==> src/rtl/instr_encoder.sv <==
// -----------------------------------------------------------------------------
// instr_encoder
//   Turns a symbolic instruction request (op, rd, rs1, rs2, imm) into an RV32I
//   machine word for the subset add/sub/and/or/lw/addi/sw/beq/bne. It then
//   writes the words to consecutive instruction-memory addresses through a
//   write port whose request is held until it is acknowledged.
//
// Parameters
//   BASE_ADDR  byte address of the first instruction written
//   DEPTH      maximum number of instructions (power of two, >= 2)
//
// Ports
//   clk, rst_n         clock (rising edge), synchronous active-low reset
//   in_valid/in_ready  request handshake
//   in_op              0 add, 1 sub, 2 and, 3 or, 4 lw, 5 addi, 6 sw,
//                      7 beq, 8 bne, 9..15 illegal
//   in_rd/rs1/rs2      register fields, passed through unmasked
//   in_imm             13-bit signed immediate
//   in_last            marks the final instruction of the program
//   mem_we/addr/wdata  write request, held stable until mem_ready
//   mem_ready          memory accepts the write this cycle
//   count              number of instructions written
//   done               program complete (sticky until reset)
//   err, err_code      sticky error: 01 illegal op, 10 bad immediate,
//                      11 overflow
// -----------------------------------------------------------------------------
module instr_encoder #(
  parameter logic [31:0] BASE_ADDR = 32'h0000_0000,
  parameter int unsigned DEPTH     = 64,
  localparam int unsigned CW       = $clog2(DEPTH) + 1
) (
  input  logic          clk,
  input  logic          rst_n,
  input  logic          in_valid,
  output logic          in_ready,
  input  logic [3:0]    in_op,
  input  logic [4:0]    in_rd,
  input  logic [4:0]    in_rs1,
  input  logic [4:0]    in_rs2,
  input  logic [12:0]   in_imm,
  input  logic          in_last,
  output logic          mem_we,
  output logic [31:0]   mem_addr,
  output logic [31:0]   mem_wdata,
  input  logic          mem_ready,
  output logic [CW-1:0] count,
  output logic          done,
  output logic          err,
  output logic [1:0]    err_code
);

  typedef enum logic [1:0] {ACCEPT, WRITE, DONE, ERROR} state_t;

  typedef enum logic [3:0] {
    OP_ADD = 4'd0, OP_SUB = 4'd1, OP_AND = 4'd2, OP_OR  = 4'd3, OP_LW = 4'd4,
    OP_ADDI = 4'd5, OP_SW = 4'd6, OP_BEQ = 4'd7, OP_BNE = 4'd8
  } op_t;

  localparam logic [6:0] OPC_R      = 7'b0110011;
  localparam logic [6:0] OPC_LOAD   = 7'b0000011;
  localparam logic [6:0] OPC_OPIMM  = 7'b0010011;
  localparam logic [6:0] OPC_STORE  = 7'b0100011;
  localparam logic [6:0] OPC_BRANCH = 7'b1100011;

  localparam logic [1:0] ERR_OP  = 2'b01;
  localparam logic [1:0] ERR_IMM = 2'b10;
  localparam logic [1:0] ERR_OVF = 2'b11;

  localparam logic [CW-1:0] DEPTH_C = CW'(DEPTH);

  state_t          state_q, state_d;
  logic [31:0]     addr_q, addr_d;
  logic [31:0]     wdata_q, wdata_d;
  logic [CW-1:0]   count_q, count_d;
  logic            last_q, last_d;
  logic [1:0]      code_q, code_d;

  logic [31:0]     word;
  logic            illegal_op;
  logic            bad_imm;

  // Encoder and legality checks, purely combinational on the request inputs.
  // NOTE: every signal written in always_comb gets a default first; without it
  // a path that skips the assignment infers a latch.
  always_comb begin
    word       = '0;
    illegal_op = 1'b0;
    bad_imm    = 1'b0;
    case (in_op)
      OP_ADD:  word = {7'b0000000, in_rs2, in_rs1, 3'b000, in_rd, OPC_R};
      OP_SUB:  word = {7'b0100000, in_rs2, in_rs1, 3'b000, in_rd, OPC_R};
      OP_AND:  word = {7'b0000000, in_rs2, in_rs1, 3'b111, in_rd, OPC_R};
      OP_OR:   word = {7'b0000000, in_rs2, in_rs1, 3'b110, in_rd, OPC_R};
      OP_LW: begin
        // 12-bit immediates must be a sign-extension of bit 11.
        bad_imm = in_imm[12] ^ in_imm[11];
        word    = {in_imm[11:0], in_rs1, 3'b010, in_rd, OPC_LOAD};
      end
      OP_ADDI: begin
        bad_imm = in_imm[12] ^ in_imm[11];
        word    = {in_imm[11:0], in_rs1, 3'b000, in_rd, OPC_OPIMM};
      end
      OP_SW: begin
        bad_imm = in_imm[12] ^ in_imm[11];
        word    = {in_imm[11:5], in_rs2, in_rs1, 3'b010, in_imm[4:0], OPC_STORE};
      end
      OP_BEQ, OP_BNE: begin
        // Branch offsets are in bytes but must be halfword aligned.
        bad_imm = in_imm[0];
        word    = {in_imm[12], in_imm[10:5], in_rs2, in_rs1,
                   (in_op == OP_BNE) ? 3'b001 : 3'b000,
                   in_imm[4:1], in_imm[11], OPC_BRANCH};
      end
      default: illegal_op = 1'b1;
    endcase
  end

  always_comb begin
    state_d = state_q;
    addr_d  = addr_q;
    wdata_d = wdata_q;
    count_d = count_q;
    last_d  = last_q;
    code_d  = code_q;
    case (state_q)
      ACCEPT: begin
        if (in_valid) begin
          if (illegal_op || bad_imm) begin
            state_d = ERROR;
            code_d  = illegal_op ? ERR_OP : ERR_IMM;
          end else begin
            wdata_d = word;
            last_d  = in_last;
            state_d = WRITE;
          end
        end
      end
      WRITE: begin
        if (mem_ready) begin
          addr_d  = addr_q + 32'd4;
          count_d = count_q + CW'(1);
          if (last_q) begin
            state_d = DONE;
          end else if (count_d == DEPTH_C) begin
            state_d = ERROR;
            code_d  = ERR_OVF;
          end else begin
            state_d = ACCEPT;
          end
        end
      end
      default: ; // DONE and ERROR hold everything until reset
    endcase
  end

  // NOTE: sequential state uses non-blocking assignments so every register
  // samples the pre-edge values regardless of statement order.
  always_ff @(posedge clk) begin
    if (!rst_n) begin
      state_q <= ACCEPT;
      addr_q  <= BASE_ADDR;
      wdata_q <= '0;
      count_q <= '0;
      last_q  <= 1'b0;
      code_q  <= 2'b00;
    end else begin
      state_q <= state_d;
      addr_q  <= addr_d;
      wdata_q <= wdata_d;
      count_q <= count_d;
      last_q  <= last_d;
      code_q  <= code_d;
    end
  end

  assign in_ready  = (state_q == ACCEPT);
  assign mem_we    = (state_q == WRITE);
  assign done      = (state_q == DONE);
  assign err       = (state_q == ERROR);
  assign err_code  = code_q;
  assign mem_addr  = addr_q;
  assign mem_wdata = wdata_q;
  assign count     = count_q;

endmodule

==> config.mk <==
export PLATFORM = sky130hd
export DESIGN_NAME = instr_encoder
export DESIGN_NICKNAME = d
export VERILOG_FILES = /design/src/rtl/instr_encoder.sv
export SDC_FILE = /design/constraint.sdc
export NUM_CORES = 1
export LEC_CHECK = 0
export CAP_MARGIN = 20
export CORE_ASPECT_RATIO = 2
export CORE_MARGIN = 4
export CORE_UTILIZATION = 50
export CTS_CLUSTER_SIZE = 12
export DETAILED_ROUTE_END_ITERATION = 8
export MAX_ROUTING_LAYER = met4
export PLACE_DENSITY = 0.86
export SLEW_MARGIN = 5
export SYNTH_ARGS = -nofsm -noshare
export SYNTH_HDL_FRONTEND = slang
export SYNTH_SLANG_ARGS = --single-unit
==> constraint.sdc <==
create_clock -name clk -period 4.6 [get_ports clk]
set_input_delay 0.69 -clock clk [delete_from_list [all_inputs] [get_ports clk]]
set_output_delay 0.69 -clock clk [all_outputs]
set_load 0.01 [all_outputs]
Yosys cells after proc, flatten, opt, wreduce, memory -nomap -nowiden. Cells that the tools add are included.

Flip-flop bits (word level): 76. Input bits: 37. Output and inout port bits: 77. Word-level logic and storage cells: 55.

Add/subtract/negate cells: 2. Equality and inequality tests: 17. Multiplexer cells: 17. Bitwise operators: 2. Reductions and logical operators: 11.

Operators by type and width (count): 32-bit case mux with 8 select lines (1); 32-bit by 3-bit adder with 32-bit output (second input constant) (1); 2-bit 2-to-1 mux (11); 4-bit by 3-bit == test with 1-bit output (second input constant) (4); 9-bit OR reduction (1); 4-bit by 2-bit == test with 1-bit output (second input constant) (2); 2-bit case mux with 2 select lines (2); 7-bit by 1-bit adder with 7-bit output (second input constant) (1); 7-bit == test (second input constant) (1); 2-bit by 1-bit != test with 1-bit output (second input constant) (3); 3-bit AND reduction (2); 6-bit AND reduction (1); 2-bit == test (second input constant) (2); 4-bit by 1-bit == test with 1-bit output (second input constant) (1); 4-bit == test (second input constant) (1); 4-bit zero test (1); 2-bit != test (second input constant) (2); 3-bit OR reduction (1); 2-bit by 1-bit == test with 1-bit output (second input constant) (1); 2-bit zero test (1); 1-bit 2-to-1 mux (2); 1-bit case mux with 2 select lines (1); 2-bit AND reduction (1); 2-bit nonzero test (1); other kinds (4) (4).

Logic depth before layout (Yosys ltp). Gate-level depths: netlist of run 1.

Depth after elaboration: 7. Mapped depth: 8. Mapped depth without buffers: 6.

Worst setup path before layout of run 1. Ideal clock, no wire load.

Path type: input to register. From: input port in_op[0]. To: register wdata_q[5] (netlist: mem_wdata[5]). Setup time: 0.128 ns. Arrival: 1.831 ns. Required time: 4.472 ns. Slack: 2.641 ns. Stages: 7. Path buffers: 2. Path through: o31a_1 > a31oi_2 > nand2_1 > buf_2 > buf_2 > a21oi_1 > nor2_1.

Word-level cells in the longest chain between the ends: 6. Elaborated cells between the ends (all ways): 18. Classes of those cells: eq/ne: 8; mux: 3; bitwise: 1; reduce/logical: 6.

RTL lines: from (decl) (RTL line 36) `input logic [3:0] in_op,`; 4-bit == test (tied with other cells) (RTL line 89) `case (in_op)`; 9-bit OR reduction (no line) (tied with other cells); 1-bit 2-to-1 mux or 1-bit case mux with 2 select lines (tied branches) (RTL line 89); 1-bit logical OR (RTL line 128) `if (illegal_op || bad_imm) begin`; 1-bit NOT (no line); 3-bit AND reduction (no line); to (signal assigned) (RTL line 169) `wdata_q <= wdata_d;`; to (decl) (RTL line 73) `logic [31:0] wdata_q, wdata_d;`.

Parallel ways exist; a longest one is shown, timed or not. A chain may end at the register's enable or synchronous reset.

Worst setup path in the final report of run 1.
From: input port in_op[1]. To: register wdata_q[14] (netlist: mem_wdata[14]).

The elaborated chain is that of the path after synthesis.

==> results of run 1 <==
## per-layer routing
| metal | vias to the layer above | routed length [µm] | GRT usage (%) |
|---|---|---|---|
| met5 | - | 0 | - |
| met4 | 0 | 405 | 13.4 |
| met3 | 24 | 370 | 4.61 |
| met2 | 106 | 5780 | 45.6 |
| met1 | 1612 | 3300 | 23.4 |
| li1 | 1680 | - | - |
## through the flow
stage	setup slack (ps)	cells	cell area [µm²]	util, %	total power [mW]
final	1620	625	4920	71.4	1.62
after CTS	1620	624	4900	71.1	1.64
after global routing	1460	625	4920	71.4	1.68
after floorplan	2640	438	3520	-	0.766
after detailed placement	1280	608	4560	66.2	0.855
after global placement	1380	608	4560	66.2	0.851
## path summary, 6_finish.rpt
| check | endpoint | slack (ps) |
|---|---|---|
| max reg2reg | mem_addr[26]$_SDFFE_PN0P_ | 2420 |
| max | mem_wdata[14]$_SDFFE_PN0P_ | 1620 |
| min reg2reg | mem_wdata[28]$_SDFFE_PN0P_ | 460 |
| min | mem_wdata[28]$_SDFFE_PN0P_ | 460 |
## cells in the final DEF (no fill, tap or decap), types with 4 or more instances in the layout
| master | count |
|---|---|
| a21oi_1 | 37 |
| inv_1 | 10 |
| dfxtp_1 | 71 |
| nor4_2 | 4 |
| nand2_1 | 58 |
| xor2_1 | 10 |
| nor2_1 | 54 |
| clkbuf_16 | 9 |
| a31oi_1 | 10 |
| and3_1 | 6 |
| nand3_1 | 17 |
| and4_1 | 5 |
| xnor2_1 | 24 |
| or3_1 | 4 |
| o22ai_1 | 4 |
| nor3_1 | 17 |
| and2_1 | 10 |
| o21ai_0 | 10 |
| nand4_1 | 7 |
| clkdlybuf4s50_1 | 109 |
| nor2b_1 | 8 |
| conb_1 | 4 |
## layout make-up
type,instances,area share (%)
Tap cell,90,2.29
Clock inverter,6,2.21
Inverter,11,0.839
Timing Repair Buffer,112,22.9
Sequential cell,71,28.9
Clock buffer,10,4.66
Multi-Input combinational cell,325,38.2
## cells by family after synthesis
group | after synthesis
AO/OA/AOI/OAI | 78
buffers and inverters | 42
multiplexers | 1
flip-flops | 71
other | 1
XOR/XNOR | 34
AND/OR/NAND/NOR | 205
adder cells (fa/ha/maj) | 3
## worst min-delay path, delay by kind of cell, from the launching register on
family	cells	cell delay, ps
AND/OR/NAND/NOR	1	50
flip-flops	1	310
AO/OA/AOI/OAI	1	50
## registers in the layout (all words and copies together), names as in the netlist
signal	count
err_code	2
last_q	1
count	7
state_q	2
mem_addr	30
mem_wdata	29
## power by group through the flow
stage                     logic, mW  clock network (mW)  registers [mW]
final                         0.192               0.780           0.652
after global routing          0.210               0.813           0.654
after CTS                     0.191               0.795           0.652
after detailed placement      0.190                   0           0.665
after global placement        0.187                   0           0.664
after floorplan               0.100                   0           0.665
==> flow_summary.json, run 1 <==
{
  "grt_first_pass_wirelength_um": 15900,
  "netlist_area_um2": 3510,
  "num_antenna_cells": 0,
  "max_freq_mhz": 335,
  "critPathMaxStageDelay_ps": 770,
  "synth.distinct_cells": 49,
  "clock_path_buffers": 2,
  "rsz0062_at_grt": "no",
  "port_buffers": 109,
  "numCtsBuffers": 9,
  "slowest_stage": "clkdlybuf4s50_1",
  "critical_path_class": "in2reg",
  "status": "finished, final reports clean",
  "synth_edf_count": 0,
  "cts_max_level": 3,
  "yosys_register_bits": 71,
  "multi_input_area_um2": 1880,
  "wl_per_cell_um": 15.8,
  "cp_max_fo": 23,
  "power_density_nw_per_um2": 330,
  "synth_top_family_by_area": "simple AND/OR/NAND/NOR gates",
  "drc": 0,
  "setup_tns_ps": 0,
  "setup_viol": 0,
  "finalClockSkew_ps": 5.83,
  "crit_chain": "clkdlybuf4s50_1, o31a_1, a31oi_2, nand2_1, buf_4, or3_1, a21oi_1",
  "crit_required_ps": 4860,
  "synth_adder_area_share_pct": 1.07,
  "cp.depth": 7,
  "grtUsageTotal_pct": 25.0,
  "cts.sinks": 71,
  "p_leak_nw": 1.70,
  "hold_buffers": 0,
  "max-slew-margin-rel_pct": 51.2,
  "yosys-top-cells-count": "dfxtp_1 (71), nand2_1 (58), nor2_1 (54)",
  "p_clk_share_pct": 48.0,
  "hold_depth": 2,
  "crit_path_start_kind": "input port",
  "synth-xor-area-share_pct": 8.48,
  "synthToLayoutAreaGrowth_pct": 40.0,
  "ys.flop_type": "dfxtp_1",
  "fin_crit_ps": 2980,
  "coreArea_um2": 6890,
  "pwr-share-comb_pct": 11.8,
  "num_vias": 3422,
  "row_count": 43,
  "antenna_left": 0,
  "crit_path_end_kind": "flip-flop",
  "worstSetupStartpoint": "in_op[1]",
  "die_w_um": 67.3,
  "synth_compound_area_share_pct": 13.5,
  "netlist_top_cells_area": "dfxtp_1 (40%), nand2_1 (6.2%), xnor2_1 (6.0%), nor2_1 (5.8%), a21oi_1 (5.3%)",
  "finalWirelength_um": 9850,
  "clk_latency_ps": 330,
  "crit_family": "buffers and inverters",
  "drive_above_1_share_pct": 6.17,
  "worst_pin_slew_ps": 730,
  "worstHoldPathType": "reg2reg",
  "crit_buf_inv": 2,
  "regToRegStartpoint": "state_q[0]$_SDFFE_PN0P_",
  "gr-total-overflow": 0,
  "die_area_um2": 8510,
  "maxCapViolCount": 0,
  "seq_power_share_pct": 40.2,
  "gp_congestion": 0.869,
  "cts_setup_buffers": 0,
  "synth.most_common_cell": "dfxtp_1",
  "holdWs_ps": 458,
  "drt-initial-drc-count": 185,
  "min_from": "mem_wdata[28]$_SDFFE_PN0P_",
  "seq_area_frac_synth_pct": 40.5,
  "grt_max_degree": 67,
  "p_switching_mw": 0.364,
  "vias_per_cell": 5.48,
  "synth.area.mux_share_pct": 0.285,
  "irDropWorstVdd_mv": 0.256,
  "finalHoldViolations": 0,
  "worstPathArrival_ps": 3240,
  "p_sw_share_pct": 22.4,
  "avgSynthCellArea_um2": 8.07,
  "drt_pass1_iterations": 4,
  "initial_core_util_pct": 51.0,
  "fin_nets": 570,
  "hpwl_um": 7350,
  "drv_slew": 0,
  "cts_tree": "built",
  "syn-instance-count": 435,
  "die_h_um": 127,
  "clk_pin_slew_worst_paths_ps": 50,
  "seqCellArea_um2": 1420,
  "worstRegToRegCells": 5,
  "io_pins": 114,
  "yosysWarningCount": 0,
  "fin_crit_sh_pct": 64.8,
  "internal-power_mw": 1.26,
  "grt_pass1_vias": 3390,
  "antenna_found_initial": 0,
  "post-synth-top-area-cell": "dfxtp_1",
  "cts_root_buf": "clkbuf_16",
  "fillers": 602,
  "synth-simple-area-share_pct": 29.8,
  "async_flop_share_pct": 0,
  "cts_resized": 0,
  "synth_top_area_share_pct": 40.5
}
Note: power is estimated with default switching activity, not from simulation.
==> run 2: changes to the inputs <==
CORE_UTILIZATION = 46   (was 50)
PLACE_DENSITY = 0.8   (was 0.86)
clock period = 2.8 ns   (was 4.6 ns; I/O delays follow)
==> run 2 against run 1 <==
Effect of this change:
- core utilization fell by 4.5 points
- clock skew rose by 1.6 ps
- count of clock-buffer cells in the layout rose by 3
- die area rose by 7.9%
- sequential share of layout area fell by 0.088 points
- combinational power rose by 72%
- first-iteration DRC count rose by 2.7%
- sequential power rose by 64%
- sequential cell count did not move
==> flow_summary.json, run 2 (synthesized netlist as in run 1, its figures left out) <==
{
  "highest_layer": "met4",
  "gr-total-overflow": 0,
  "coreArea_um2": 7380,
  "mostFrequentLayoutCells": "clkdlybuf4s50_1 (109), dfxtp_1 (71), nand2_1 (58)",
  "antenna_left": 0,
  "die_w_um": 69.8,
  "route.met3.wl_um": 464,
  "slowest_stage": "clkdlybuf4s50_1",
  "crit_buf_inv": 1,
  "fin_crit_ps": 2150,
  "clk_pin_slew_worst_paths_ps": 50,
  "hpwl_um": 7630,
  "p_leak_nw": 1.70,
  "cts_max_level": 3,
  "final_util_pct": 66.9,
  "largest_reg_flops": 30,
  "met2_length_um": 5640,
  "gp_congestion": 0.911,
  "io_pins": 114,
  "clock_path_buffers": 2,
  "cts_tree": "built",
  "hold_buffers": 0,
  "crit_path_end_kind": "output port",
  "antenna_found_initial": 0,
  "critPathMaxStageDelay_ps": 600,
  "worstHoldPathType": "reg2reg",
  "max-slew-margin-rel_pct": 56.7,
  "hold_depth": 2,
  "die_h_um": 132,
  "status": "finished, final reports clean",
  "wl_per_cell_um": 15.9,
  "clk_latency_ps": 330,
  "finalClockSkew_ps": 7.47,
  "finalWirelength_um": 10100,
  "cts.sinks": 71,
  "fillers": 638,
  "drt_pass1_iterations": 4,
  "crit_family": "buffers and inverters",
  "crit_path_start_kind": "flip-flop",
  "rsz0062_at_grt": "no",
  "finalHoldViolations": 0,
  "die_area_um2": 9180,
  "drive_above_1_share_pct": 6.84,
  "max_freq_mhz": 464,
  "port_buffers": 109,
  "worst_pin_slew_ps": 648,
  "drt-met1-wl_um": 3490,
  "grt_pass1_vias": 3476,
  "worstRegToRegCells": 6,
  "row_count": 44,
  "initial_core_util_pct": 47.6,
  "crit_chain": "nor2b_1, clkdlybuf4s50_1",
  "cp.depth": 2,
  "num_vias": 3468,
  "setup_viol": 0,
  "fin_nets": 576,
  "worstPathArrival_ps": 1730,
  "critical_path_class": "reg2out",
  "irDropWorstVdd_mv": 0.380,
  "cts_resized": 0,
  "drv_slew": 0,
  "power_density_nw_per_um2": 509,
  "cp_max_fo": 11,
  "grt_first_pass_wirelength_um": 16400,
  "cts_root_buf": "clkbuf_16",
  "num_antenna_cells": 0,
  "maxCapViolCount": 0,
  "fin_crit_sh_pct": 76.9,
  "cts_setup_buffers": 0,
  "synthToLayoutAreaGrowth_pct": 40.5,
  "preCtsSetupSlack_ps": 309,
  "crit_required_ps": 2380,
  "final_common_cell": "clkdlybuf4s50_1",
  "setup_ws_ps": 646,
  "grtUsageTotal_pct": 22.5,
  "grt_max_degree": 36,
  "numCtsBuffers": 9,
  "setup_tns_ps": 0,
  "drt-initial-drc-count": 190,
  "vias_per_cell": 5.48,
  "drc": 0
}
run 2: changes by cell type in the layout (fill, tap and decap cells not counted), sizes merged:
cell,delta
clkinvlp,+1
bufinv,-2
clkinv,-2
buf,+6
clkbuf,+3
run 2: final cells by class:
class | instances | area (µm²) | share of cell area [%]
clock inverters | 3 | 42.5 | 0.862
inverters | 11 | 41.3 | 0.837
multi-input cells | 325 | 1880 | 38.1
flip-flops and latches | 71 | 1420 | 28.8
repair buffers | 118 | 1180 | 24.0
well taps | 92 | 115 | 2.33
clock buffers | 13 | 250 | 5.07
run 2: where the power goes:
part / internal [mW] / leakage [nW] / total (mW) / switching (mW)
Combinational: 0.167 / 0.987 / 0.330 / 0.163
Clock: 0.713 / 0.140 / 1.11 / 0.398
Sequential: 1.04 / 0.574 / 1.07 / 0.0299
run 2: layer usage:
layer	up-vias	global-route usage, %
li1	1686	-
met1	1611	21.0
met2	131	41.3
met3	40	4.51
met4	0	12.7
met5	-	-
run 2: path summary, 6_finish.rpt:
path                         startpoint                          to  slack (ps)
max             state_q[0]$_SDFFE_PN0P_                      mem_we         650
min          mem_wdata[27]$_SDFFE_PN0P_  mem_wdata[27]$_SDFFE_PN0P_         450
max reg2reg       count[0]$_SDFFE_PN0P_    err_code[1]$_SDFFE_PN0P_         650
min reg2reg  mem_wdata[27]$_SDFFE_PN0P_  mem_wdata[27]$_SDFFE_PN0P_         450
run 2: worst register-to-register path, cell delays in order, from the launching register on:
cell     delay [ps]
dfxtp_1         480
ha_1            270
and3_1          290
a31oi_1         110
nor4_1          430
nand4_1         280
a31oi_1         220
run 2: through the flow:
| step | hold WS (ps) | std cells | instance area, µm² | power [mW] |
|---|---|---|---|---|
| 6_report | 450 | 633 | 4930 | 2.51 |
| 5_1_grt | 473 | 633 | 4930 | 2.62 |
| 4_1_cts | 451 | 633 | 4930 | 2.54 |
| 3_5_place_dp | 444 | 617 | 4640 | 1.42 |
| 3_3_place_gp | 438 | 617 | 4640 | 1.41 |
| 2_1_floorplan | 436 | 438 | 3520 | 1.26 |
==> run 3: changes to the inputs <==
clock period = 2.1 ns   (was 2.8 ns; I/O delays follow)
==> run 3 against run 2 <==
Effect of this change:
- clock power up 40%
- sequential cell count is the same
- register-to-register slack worse by 460 ps
- core utilization is 2.7 points higher
- critical path type unchanged
- critical endpoint unchanged
- largest cell class unchanged
- highest routed layer unchanged
==> flow_summary.json, run 3 (synthesized netlist as in run 1, its figures left out) <==
{
  "cp.depth": 2,
  "row_count": 44,
  "numCtsBuffers": 9,
  "worst_pin_slew_ps": 508,
  "final_common_cell": "clkdlybuf4s50_1",
  "worstRegToRegCells": 6,
  "seq_power_share_pct": 41.2,
  "crit_family": "buffers and inverters",
  "critical_path_class": "reg2out",
  "setup_viol": 0,
  "critPathMaxStageDelay_ps": 580,
  "status": "finished, final reports clean",
  "p_leak_nw": 1.83,
  "crit_path_start_kind": "flip-flop",
  "cts_tree": "built",
  "largest_reg_flops": 30,
  "clk_pin_slew_worst_paths_ps": 60,
  "power_density_nw_per_um2": 674,
  "port_buffers": 109,
  "finalHoldViolations": 0,
  "regToRegStartpoint": "count[0]$_SDFFE_PN0P_",
  "drive_above_1_share_pct": 11.0,
  "drt_pass1_iterations": 4,
  "drv_slew": 0,
  "worstSetupStartpoint": "state_q[0]$_SDFFE_PN0P_",
  "irDropWorstVdd_mv": 0.484,
  "slowest_stage": "clkdlybuf4s50_1",
  "fin_nets": 598,
  "cts_max_level": 3,
  "cts.sinks": 71,
  "drt-initial-drc-count": 253,
  "clk_latency_ps": 330,
  "die_w_um": 69.8,
  "min_from": "mem_wdata[6]$_SDFFE_PN0P_",
  "gr-total-overflow": 0,
  "crit_buf_inv": 1,
  "crit_chain": "nor2b_2, clkdlybuf4s50_1",
  "grtUsageTotal_pct": 23.1,
  "fin_crit_sh_pct": 93.5,
  "r2r_setup_slack_ps": 190,
  "grt_pass1_vias": 3493,
  "initial_core_util_pct": 47.6,
  "grt_max_degree": 27,
  "hold_depth": 2,
  "antenna_found_initial": 0,
  "grt_first_pass_wirelength_um": 16800,
  "crit_required_ps": 1780,
  "gp_congestion": 0.923,
  "antenna_left": 0,
  "p_clk_share_pct": 44.8,
  "mostFrequentLayoutCells": "clkdlybuf4s50_1 (109), dfxtp_1 (71), nand2_1 (58)",
  "die_h_um": 132,
  "max_freq_mhz": 509,
  "hpwl_um": 7970,
  "internal-power_mw": 2.65,
  "finalClockSkew_ps": 7.82,
  "num_antenna_cells": 0,
  "drc": 0,
  "hold_buffers": 0,
  "stdcell_area_um2": 5130,
  "fin_crit_ps": 1960,
  "cp_max_fo": 8,
  "num_vias": 3555,
  "p_switching_mw": 0.802,
  "crit_path_end_kind": "output port",
  "finalWirelength_um": 10500,
  "io_pins": 114,
  "pwr-share-comb_pct": 13.9,
  "clock_path_buffers": 2,
  "synthToLayoutAreaGrowth_pct": 46.1,
  "postPlaceCellArea_um2": 4820,
  "vias_per_cell": 5.43,
  "cts_root_buf": "clkbuf_16",
  "p_sw_share_pct": 23.2,
  "wl_per_cell_um": 16.0,
  "die_area_um2": 9180,
  "max-slew-margin-rel_pct": 66.1,
  "worstHoldPathType": "reg2reg",
  "maxCapViolCount": 0,
  "final_util_pct": 69.6,
  "coreArea_um2": 7380,
  "rsz0062_at_grt": "no",
  "worstPathArrival_ps": 1650
}
==> run 3: changes by cell type in the layout (fill, tap and decap cells not counted), sizes merged <==
cell and change:
buf +22, clkinv +1, clkinvlp -1
==> run 3: worst paths after layout <==
kind / endpoint
max: mem_we
min: mem_wdata[6]$_SDFFE_PN0P_
max reg2reg: err_code[1]$_SDFFE_PN0P_
min reg2reg: mem_wdata[6]$_SDFFE_PN0P_
==> run 3: final cells by class <==
class / count / area, µm²
Multi-Input combinational cell: 325 / 1880
Tap cell: 92 / 115
Inverter: 11 / 41.3
Clock buffer: 13 / 270
Clock inverter: 3 / 40.0
Fill cell: 631 / 2250
Sequential cell: 71 / 1420
Timing Repair Buffer: 140 / 1360
==> run 3: repair_timing <==
action | CTS | global route
gates resized for setup | 0 | 1
endpoints found under the setup margin | 0 | 1
setup buffers | 0 | 0
==> run 3: worst min-delay path, stage by stage (launching register included) <==
cell	delay, ps
dfxtp_1	300
nand2_1	50
a21oi_1	50
==> run 3: per-layer routing <==
metal | wire length (µm) | GRT usage, %
met1 | 3640 | 21.8
met2 | 6040 | 44.0
met3 | 453 | 3.13
met4 | 321 | 11.4
met5 | 0 | -
==> run 3: power by group through the flow <==
stage                     sequential (mW)  clock, mW  combinational (mW)
final                                1.42       1.55               0.482
after global routing                 1.43       1.63               0.520
after CTS                            1.42       1.57               0.481
after detailed placement             1.45          0               0.480
after global placement               1.45          0               0.472
after floorplan                      1.46          0               0.220
==> run 3: per-stage QoR <==
stage	setup slack, ps	hold WS [ps]	TNS (ps)	power [mW]	std cells
after floorplan	343	436	0	1.68	438
after global placement	37.3	440	0	1.92	639
after detailed placement	-24.7	447	-121	1.93	639
after CTS	44.1	454	0	3.47	655
after global routing	14.8	469	0	3.58	655
final	136	452	0	3.46	655
